`config.mk`:
```
export PLATFORM = sky130hd
export DESIGN_NAME = if_id_skid_reg
export DESIGN_NICKNAME = d
export VERILOG_FILES = /design/src/rtl/riscv_pkg.sv /design/src/rtl/skid_buf_2.sv /design/src/rtl/if_id_skid_reg.sv
export SDC_FILE = /design/constraint.sdc
export NUM_CORES = 1
export LEC_CHECK = 0
export CORE_UTILIZATION = 30
export DETAILED_ROUTE_END_ITERATION = 7
export GPL_TIMING_DRIVEN = 0
export PLACE_DENSITY_LB_ADDON = 0.3
export SLEW_MARGIN = 20
export SYNTH_ARGS = -nofsm -noshare
export SYNTH_HDL_FRONTEND = slang
export SYNTH_SLANG_ARGS = --single-unit
```
`constraint.sdc`:
```
create_clock -name clk -period 1.8 [get_ports clk]
set_input_delay 0.27 -clock clk [delete_from_list [all_inputs] [get_ports clk]]
set_output_delay 0.27 -clock clk [all_outputs]
set_load 0.05 [all_outputs]
```
`src/rtl/riscv_pkg.sv`:
```
// Shared RISC-V pipeline definitions: default widths, the canonical NOP and the
// fetch packet carried between fetch and decode.
package riscv_pkg;

  localparam int unsigned XLEN = 32;
  localparam int unsigned ILEN = 32;

  // addi x0, x0, 0
  localparam logic [ILEN-1:0] NOP_INST = 32'h0000_0013;

  typedef struct packed {
    logic [XLEN-1:0] pc;
    logic [ILEN-1:0] inst;
  } fetch_pkt_t;

endpackage

```
`src/rtl/skid_buf_2.sv`:
```
// Generic two-entry elastic buffer: registered in_ready/out_valid/out_data,
// synchronous flush, and an idle payload shown whenever the main entry is empty.
module skid_buf_2 #(
  parameter int unsigned    W         = 64,
  parameter logic [W-1:0]   IDLE_DATA = '0
) (
  input  logic         clk,
  input  logic         rst,
  input  logic         flush,
  input  logic         in_valid,
  output logic         in_ready,
  input  logic [W-1:0] in_data,
  input  logic         out_ready,
  output logic         out_valid,
  output logic [W-1:0] out_data
);

  typedef enum logic [1:0] {
    ST_EMPTY = 2'd0,
    ST_ONE   = 2'd1,
    ST_TWO   = 2'd2
  } state_t;

  state_t       state;
  logic [W-1:0] skid_data;
  logic         in_fire;
  logic         out_fire;

  assign in_fire  = in_valid & in_ready;
  assign out_fire = out_valid & out_ready;

  // out_data doubles as the main entry; it is parked at IDLE_DATA while empty.
  always_ff @(posedge clk) begin
    if (rst || flush) begin
      state     <= ST_EMPTY;
      out_valid <= 1'b0;
      in_ready  <= 1'b1;
      out_data  <= IDLE_DATA;
      skid_data <= IDLE_DATA;
    end else begin
      case (state)
        ST_EMPTY: begin
          if (in_fire) begin
            out_data  <= in_data;
            out_valid <= 1'b1;
            state     <= ST_ONE;
          end
        end
        ST_ONE: begin
          if (in_fire && out_fire) begin
            out_data <= in_data;
          end else if (in_fire) begin
            skid_data <= in_data;
            in_ready  <= 1'b0;
            state     <= ST_TWO;
          end else if (out_fire) begin
            out_data  <= IDLE_DATA;
            out_valid <= 1'b0;
            state     <= ST_EMPTY;
          end
        end
        ST_TWO: begin
          // in_ready is low here, so only the drain path exists.
          if (out_fire) begin
            out_data  <= skid_data;
            skid_data <= IDLE_DATA;
            in_ready  <= 1'b1;
            state     <= ST_ONE;
          end
        end
        default: begin
          state     <= ST_EMPTY;
          out_valid <= 1'b0;
          in_ready  <= 1'b1;
          out_data  <= IDLE_DATA;
          skid_data <= IDLE_DATA;
        end
      endcase
    end
  end

endmodule

```
`src/rtl/if_id_skid_reg.sv`:
```
// IF/ID pipeline register on a two-entry skid buffer, with flush to NOP bubbles
// and a saturating count of cycles where decode stalls on a valid instruction.
module if_id_skid_reg #(
  parameter int unsigned     XLEN     = riscv_pkg::XLEN,
  parameter int unsigned     ILEN     = riscv_pkg::ILEN,
  parameter logic [ILEN-1:0] NOP_INST = ILEN'(riscv_pkg::NOP_INST),
  parameter int unsigned     CNT_W    = 16
) (
  input  logic             clk,
  input  logic             rst,
  input  logic             in_valid,
  output logic             in_ready,
  input  logic [ILEN-1:0]  inst_encoding,
  input  logic [XLEN-1:0]  pc,
  input  logic             stall_cs,
  input  logic             flush,
  output logic             o_valid,
  output logic [ILEN-1:0]  o_inst_encoding,
  output logic [XLEN-1:0]  o_pc,
  output logic [CNT_W-1:0] o_stall_cnt
);

  localparam int unsigned PKT_W = XLEN + ILEN;

  typedef struct packed {
    logic [XLEN-1:0] pc;
    logic [ILEN-1:0] inst;
  } pkt_t;

  localparam logic [PKT_W-1:0] IDLE_PKT = {XLEN'(0), NOP_INST};
  localparam logic [CNT_W-1:0] CNT_MAX  = {CNT_W{1'b1}};

  pkt_t in_pkt;
  pkt_t out_pkt;

  assign in_pkt.pc   = pc;
  assign in_pkt.inst = inst_encoding;

  skid_buf_2 #(
    .W         (PKT_W),
    .IDLE_DATA (IDLE_PKT)
  ) u_skid (
    .clk       (clk),
    .rst       (rst),
    .flush     (flush),
    .in_valid  (in_valid),
    .in_ready  (in_ready),
    .in_data   (in_pkt),
    .out_ready (~stall_cs),
    .out_valid (o_valid),
    .out_data  (out_pkt)
  );

  assign o_pc            = out_pkt.pc;
  assign o_inst_encoding = out_pkt.inst;

  // Survives flush so stall statistics span branch redirects.
  always_ff @(posedge clk) begin
    if (rst) begin
      o_stall_cnt <= '0;
    end else if (o_valid && stall_cs && (o_stall_cnt != CNT_MAX)) begin
      o_stall_cnt <= o_stall_cnt + CNT_W'(1);
    end
  end

endmodule
```
== After elaboration in Yosys (flattened, before gate mapping) ==
Index checks and enable logic that the tools add are counted.

* Bits in registers: 148
* Input port bits: 69
* Output and inout bits: 82
* Logic and storage cells: 56

* Mux-type cells: 23
* Equal/unequal tests: 12
* Bitwise gates (word level): 5
* Reductions and logical operators: 9
* Add/sub/neg operators: 1

{| class="wikitable"
|+ Operator list
! cell !! number
|-
| $mux 64 || 6
|-
| $pmux 64 s3 || 2
|-
| $add 16x1->16 const B || 1
|-
| $ne 16x16->1 const B || 1
|-
| $reduce_and 4->1 || 3
|-
| $mux 2 || 5
|-
| $ne 2x1->1 const B || 4
|-
| $mux 1 || 7
|-
| $ne 3x1->1 const B || 2
|-
| $pmux 1 s3 || 2
|-
| $pmux 2 s3 || 1
|-
| $reduce_and 5->1 || 1
|-
| $ne 2x2->1 const B || 2
|-
| $logic_and 1x1->1 || 3
|-
| $ne 3x3->1 const B || 1
|-
| $not 1->1 || 3
|-
| $and 1x1->1 || 2
|-
| $eq 2x1->1 const B || 1
|-
| $eq 2x2->1 const B || 1
|-
| $logic_not 2->1 || 1
|-
| $logic_or 1x1->1 || 1
|}

== Logic depth before layout (Yosys ltp) ==
Gate-level depths: netlist of the first run.

* Depth after elaboration: 6
* Mapped depth: 6
* Depth with buffers taken out: 5

== Cells and area by module ==
From an unflattened synthesis of the first run, not the netlist that was laid out.

* Cell total of the unflattened synthesis: 929
* Area total of the unflattened synthesis: 7,120.6 um2

{| class="wikitable"
|+ Modules (own cells, without submodules)
! module !! seq. area each (um2) !! cells an instance !! instances !! area an instance (um2)
|-
| skid_buf_2 || 2,642.5 || 828 || 1 || 6,272.3
|-
| if_id_skid_reg || 320.3 || 101 || 1 || 848.3
|}

== Worst setup path before layout of the first run ==
OpenSTA, ideal clock, no wires.

* Path type: register to register
* From: register o_stall_cnt[3]
* To: register o_stall_cnt[9]
* Arrival time: 1,961 ps
* Setup time: 70 ps
* Required time: 1,730 ps
* Clock period less this slack: 2,031 ps
* Buffers on the path: 0
* Stages on the path, launching flop included: 5
* Setup slack: -231 ps
* Cell sequence: dfxtp_1 -> nand4_2 -> or2_1 -> or4_1 -> a21oi_1

* Word-level cells in the longest chain between the ends: 2
* Elaborated cells on any way between the ends: 3
* Those cells by class: add/sub (1); eq/ne (1); reduce/logical (1)

{| class="wikitable"
|+ RTL lines
! what !! line !! text
|-
| start, declared || if_id_skid_reg.sv:20 || <nowiki>output logic [CNT_W-1:0] o_stall_cnt</nowiki>
|-
| start signal, assigned || if_id_skid_reg.sv:62 || <nowiki>o_stall_cnt <= o_stall_cnt + CNT_W'(1);</nowiki>
|-
| parallel branches: the longest is 2 deep, another holds $add 16x1->16 || -- ||
|}

Parallel ways; which one is timed is not known.
A chain may end at the register's enable or synchronous reset.

== Final worst setup path of the first run ==
* From: register u_skid.in_ready
* To: register u_skid.out_data[30]

* Word-level cells in the longest chain between the ends: 4
* Elaborated cells on any way between the ends: 8
* Those cells by class: eq/ne (3); mux (2); bitwise (1); reduce/logical (2)

{| class="wikitable"
|+ RTL lines
! what !! line !! text
|-
| start, declared || skid_buf_2.sv:11 || <nowiki>output logic in_ready,</nowiki>
|-
| start signal, assigned || skid_buf_2.sv:37 || <nowiki>in_ready <= 1'b1;</nowiki>
|-
| start signal, assigned || skid_buf_2.sv:54 || <nowiki>in_ready <= 1'b0;</nowiki>
|-
| start signal, assigned || skid_buf_2.sv:67 || <nowiki>in_ready <= 1'b1;</nowiki>
|-
| $and 1x1->1 * || skid_buf_2.sv:29 || <nowiki>assign in_fire = in_valid & in_ready;</nowiki>
|-
| $logic_and 1x1->1 || skid_buf_2.sv:50 || <nowiki>if (in_fire && out_fire) begin</nowiki>
|-
| $ne 3x3->1 (no line) (tied with other cells) || -- ||
|-
| $reduce_and 4->1 (no line) or $pmux 64 s3 (tied branches) || -- ||
|-
| end signal, assigned || skid_buf_2.sv:44 || <nowiki>out_data <= in_data;</nowiki>
|-
| end signal, assigned || skid_buf_2.sv:51 || <nowiki>out_data <= in_data;</nowiki>
|-
| end signal, assigned || skid_buf_2.sv:65 || <nowiki>out_data <= skid_data;</nowiki>
|-
| end, declared || skid_buf_2.sv:15 || <nowiki>output logic [W-1:0] out_data</nowiki>
|}

Every way passes the cells marked *; elsewhere a longest branch is shown, timed or not.

==> results_dict.tcl, run 1 <==
set metrics [dict create \
    status "completed" \
    synth_top_cell_area_share_pct 50.4 \
    diodes 0 \
    io-pin-count 151 \
    hold_violations 0 \
    worst_ep_arrival_time_ns 2.07 \
    numPortBuffers 150 \
    synth_area_leaders "dfxtp_1 (50%), o2bb2ai_1 (9.2%), a22oi_1 (7.8%), a21oi_1 (6.9%), o21ai_0 (5.0%)" \
    period_minus_slack_ns 1.73 \
    rrSetupSlack_ns 0.07 \
    p_leak_nw 3.31 \
    worstReg2RegStart "u_skid.in_ready" \
    setup.worst_path.start "u_skid.in_ready" \
    nets 891 \
    antenna_found_initial 0 \
    yosys_warnings 0 \
    pwr_density_cell_nw_per_um2 919 \
    yosysSeqAreaShare_pct 50.4 \
    critical_path_class "flop to flop" \
    tns_ns 0 \
    clock_path_buffers 2 \
    hold_class "primary input to flop" \
    synth_nets 715 \
    vias 5514 \
    final_common_cell "dfxtp_1" \
    clock.fmax_mhz 579 \
    insertion_delay_ns 0.42 \
    grt-ovfl-total 0 \
    tightest_slew_ns 0.601 \
    grt_pass1_vias 5299 \
    synth_cells 645 \
    cts-root-buf "clkbuf_16" \
    die_w_um 142 \
    h-tree-depth 4 \
    required_ns 2.15 \
    ir_drop_mv 0.587 \
    fin_crit_sh_pct 95.9 \
    postCtsHoldBufs 0 \
    totalWireLength_um 17500 \
    grt_max_degree 17 \
    path_max_fanout 10 \
    yosys.area.top_type "dfxtp_1" \
    ys.flop_type "dfxtp_1" \
    cts_tree "built" \
    syn-cell-area_um2 5880 \
    slew_headroom_pct 59.6 \
    vias_per_cell 5.04 \
    grt_setup_unrepaired "yes" \
    first_pass_iters 4 \
    async_flop_share_pct 0 \
    dp_hpwl_um 11600 \
    crit_path_end_kind "flop" \
    placementRows 50 \
    setup_viol 0 \
    drive_above_1_share_pct 14.6 \
    synth-seq-cells 148 \
    wl_per_cell_um 16.0 \
    setup_slack_ns 0.0735 \
    ant_nets 0 \
    path_clk_slew_ns 0.06 \
    grt_pass1_wl_um 28100 \
    die_height_um 142 \
    start_kind "flop" \
    holdCritStartpoint "pc[13]" \
    gp_congestion 0.758 \
    drtIter0Drc 225 \
    numCtsBuffers 17 \
    area_growth_syn_to_layout_pct 44.2 \
    slew_violations 0 \
    fin_skew_ns 0.00938 \
    grt_usage_pct 17.9 \
    syn_avg_cell_area_um2 9.12 \
    start_util_pct 31.0 \
    max-cap-violations 0 \
    final_cell_mix "dfxtp_1 (129), dlygate4sd2_1 (83), a21oi_1 (80)" \
    yosysUniqueCellTypes 46 \
    cts.sinks 148 \
    synth_edf_count 0 \
    die_area_um2 20200 \
    core_area_um2 19000 \
    place_ws_ns -1.02 \
    remaining_drc_errors 0 \
]
-- routing by layer --
layer / track usage, % / routed length [um] / share of wire, % / vias up
met4: 6.68 / 308 / 1.8 / 0
met5: 0 / 0 / 0 / -
met2: 27.8 / 7920 / 45 / 132
met3: 4.21 / 804 / 4.6 / 19
met1: 24.0 / 8510 / 49 / 2570
li1: - / - / - / 2793
-- sequential cells by signal, summed over array words and instances, names as in the netlist --
name              flops
u_skid.state          2
u_skid.out_valid      1
u_skid.skid_data     64
u_skid.in_ready       1
o_stall_cnt          16
u_skid.out_data      64
-- worst paths after layout --
| kind | end | cells after the start |
|---|---|---|
| min reg2reg | u_skid.out_data[27] | 1 |
| max reg2reg | u_skid.out_data[30] | 7 |
| min | u_skid.skid_data[45] | 3 |
| max | u_skid.out_data[30] | 7 |
-- critical path, cell delays in order (launching register included) --
cell and delay (ns):
dfxtp_2 0.37, and3b_1 0.20, a211o_1 0.26, buf_2 0.19, a21oi_4 0.19, buf_6 0.16
buf_6 0.16, o2bb2ai_1 0.12
-- stage by stage --
stage / total power [mW] / util [%] / std cells / hold WS [ns] / area (um^2)
6_report: 7.79 / 44.7 / 1094 / 0.432 / 8480
2_1_floorplan: 3.94 / - / 645 / 0.410 / 5900
3_5_place_dp: 4.36 / 40.8 / 1055 / 0.447 / 7730
4_1_cts: 7.87 / 44.0 / 1090 / 0.409 / 8350
3_3_place_gp: 4.37 / 40.8 / 1055 / 0.447 / 7730
5_1_grt: 8.09 / 44.7 / 1094 / 0.435 / 8480
-- power breakdown --
part	leakage [nW]	total [mW]	internal, mW	switching, mW
clock	0.269	3.50	2.05	1.45
combinational	1.83	0.913	0.342	0.571
sequential	1.21	3.38	3.34	0.0391
total	3.31	7.79	5.74	2.06
-- what timing repair did --
item / in CTS / in global routing
cloned: 0 / 0
pin swaps: 3 / 3
endpoints found under the setup margin: 209 / 124
gates resized for setup: 116 / 39
setup buffers: 4 / 4
-- cell families (layout without fill, tap and decap cells) --
family,Yosys count,after routing,share of synthesized area [%]
AO/OA/AOI/OAI,295,295,32.6
adder cells (fa/ha/maj),1,1,0.213
buffers and inverters,61,250,4.36
flip-flops,148,148,50.4
multiplexers,5,5,0.915
AND/OR/NAND/NOR,135,135,11.6
-- area by class of cell --
cell class,instances,area [um^2]
Inverter,5,18.8
Sequential cell,148,2990
Buffer,55,318
Timing Repair Buffer,158,1480
Clock buffer,18,429
Tap cell,260,325
Multi-Input combinational cell,436,2770
Clock inverter,14,151
Fill cell,1938,10500
-- synth_stat cells (all sizes together) (4+ instances only) --
master / number
and3: 4
o2bb2ai: 62
o21ai: 71
nor4: 6
or4: 6
inv: 5
o31ai: 6
a21oi: 82
nand4: 5
nand2: 67
clkbuf: 34
buf: 22
nand3: 7
nor2b: 5
nor2: 12
nor3: 7
nand2b: 4
dfxtp: 148
a22oi: 61
No activity file was read; power rests on OpenSTA's default activity.
==> run 2, diff against run 1 <==
--- a/config.mk
+++ b/config.mk
@@ -9,6 +9,7 @@
 export DETAILED_ROUTE_END_ITERATION = 7
 export GPL_TIMING_DRIVEN = 0
 export PLACE_DENSITY_LB_ADDON = 0.3
+export SKIP_CTS_REPAIR_TIMING = 1
 export SLEW_MARGIN = 20
 export SYNTH_ARGS = -nofsm -noshare
 export SYNTH_HDL_FRONTEND = slang
==> run 2 against run 1 <==
Flip-flop and latch count unchanged. Final area grew 3.5%. Register-to-register slack worse by 0.02 ns. Sequential share of layout area down 1.2 points. Sequential power hardly changed. Via count grew 0.13%. Critical endpoint unchanged.
==> results_dict.tcl, run 2 (synthesis results as in run 1) <==
set metrics [dict create \
    worst_ep_arrival_time_ns 2.10 \
    start_util_pct 31.0 \
    totalWireLength_um 17600 \
    crit_path_end_kind "flop" \
    diodes 0 \
    vias_per_cell 5.05 \
    critical_path_class "flop to flop" \
    fin_skew_ns 0.00965 \
    grt_pass1_wl_um 27600 \
    drive_above_1_share_pct 14.6 \
    hold_violations 0 \
    cts_tree "built" \
    numCtsBuffers 17 \
    p_leak_nw 4.38 \
    insertion_delay_ns 0.42 \
    place_ws_ns -1.02 \
    tightest_slew_ns 0.595 \
    setup_slack_ns 0.0489 \
    start_kind "flop" \
    holdCritStartpoint "pc[13]" \
    die_w_um 142 \
    path_max_fanout 10 \
    p_seq_share_pct 43.3 \
    required_ns 2.15 \
    h-tree-depth 4 \
    grt_usage_pct 17.6 \
    setup.worst_path.start "u_skid.out_valid" \
    pwr_density_cell_nw_per_um2 890 \
    grt_max_degree 17 \
    reg_top3 "u_skid.out_data x64, u_skid.skid_data x64, o_stall_cnt x16" \
    dp_hpwl_um 11600 \
    vias 5521 \
    hold_class "primary input to flop" \
    wl_per_cell_um 16.1 \
    ir_drop_mv 0.586 \
    core_area_um2 19000 \
    ant_nets 0 \
    path_clk_slew_ns 0.06 \
    slowest_delay_ns 0.38 \
    grt-ovfl-total 0 \
    die_area_um2 20200 \
    fin_crit_sh_pct 97.3 \
    p_sw_share_pct 26.2 \
    power_switching_mw 2.04 \
    first_pass_iters 4 \
    drtIter0Drc 226 \
    final_cell_mix "dfxtp_1 (129), dlymetal6s2s_1 (84), a21oi_1 (80)" \
    antenna_found_initial 0 \
    finalPower_mw 7.81 \
    final_common_cell "dfxtp_1" \
    setup_viol 0 \
    clock.fmax_mhz 571 \
    area_growth_syn_to_layout_pct 49.3 \
    comb_power_share_pct 12.0 \
    nets 890 \
    max-cap-violations 0 \
    fin_area_um2 8780 \
    numPortBuffers 150 \
    gp_congestion 0.758 \
    critPathBufInv 3 \
    crit_family "compound AO/OA/AOI/OAI gates" \
    worstReg2RegStart "u_skid.out_valid" \
    cts-root-buf "clkbuf_16" \
    slew_violations 0 \
    grt_pass1_vias 5197 \
    placementRows 50 \
    period_minus_slack_ns 1.75 \
    critPathSlowestCell "dfxtp_4" \
    crit_chain "nor2b_4 > a211o_1 > buf_2 > a21oi_4 > buf_12 > buf_4 > o2bb2ai_1" \
    io-pin-count 151 \
    slew_headroom_pct 59.9 \
    clock_path_buffers 2 \
    status "completed" \
    cts.sinks 148 \
    intPower_mw 5.76 \
    remaining_drc_errors 0 \
    pwr-share-clk_pct 44.6 \
    die_height_um 142 \
    post_dp_cell_area_um2 7730 \
]
==> run 2: cell count changes in the layout (fill, tap and decap cells not counted), moves of 2 or more <==
cell | previous run | this run
buf_2 | 9 | 13
buf_4 | 7 | 11
clkbuf_4 | 7 | 3
buf_6 | 7 | 0
dlymetal6s2s_1 | 1 | 84
nor2_2 | 2 | 0
dlygate4sd2_1 | 83 | 0
==> run 2: per-stage QoR <==
stage | instances | hold slack, ns | utilization (%) | setup TNS [ns]
finish | 1093 | 0.433 | 46.3 | 0
global route | 1093 | 0.438 | 46.3 | -0.234
CTS | 1087 | 0.409 | 43.8 | -64.86
detailed placement | 1055 | 0.447 | 40.8 | -116.90
global placement | 1055 | 0.447 | 40.8 | -119.38
floorplan | 645 | 0.410 | - | 0
==> run 2: layer usage <==
layer	share of wire (%)	track usage [%]	routed length, um
met1	47	23.8	8320
met2	46	27.2	8120
met3	5.1	4.24	906
met4	1.5	6.11	264
met5	0	0	0
==> run 2: power groups by stage <==
stage                     registers (mW)  clock network [mW]  logic [mW]
after floorplan                     3.64                   0       0.304
after global placement              3.46                   0       0.912
after detailed placement            3.46                   0       0.907
after CTS                           3.38                3.59       0.911
after global routing                3.39                3.72        1.01
final                               3.38                3.49       0.938
==> run 2: final timing paths <==
path / end / slack [ns] / cells past startpoint
worst min register to register: u_skid.out_data[27] / 0.46 / 1
worst max-delay path: u_skid.out_data[30] / 0.05 / 7
worst min-delay path: u_skid.skid_data[45] / 0.43 / 3
worst max register to register: u_skid.out_data[30] / 0.05 / 7
==> run 2: worst min-delay path: stages <==
cell and delay, ns:
clkdlybuf4s50_1 0.42, nand2_1 0.06, a21oi_1 0.05
==> run 2: final cells by class <==
| cell class | instances | area (um^2) |
|---|---|---|
| flip-flops and latches | 148 | 2990 |
| clock buffers | 18 | 429 |
| plain buffers | 55 | 283 |
| well taps | 260 | 325 |
| multi-input cells | 436 | 2790 |
| repair buffers | 157 | 1790 |
| inverters | 5 | 18.8 |
| fillers | 1900 | 10200 |
| clock inverters | 14 | 151 |
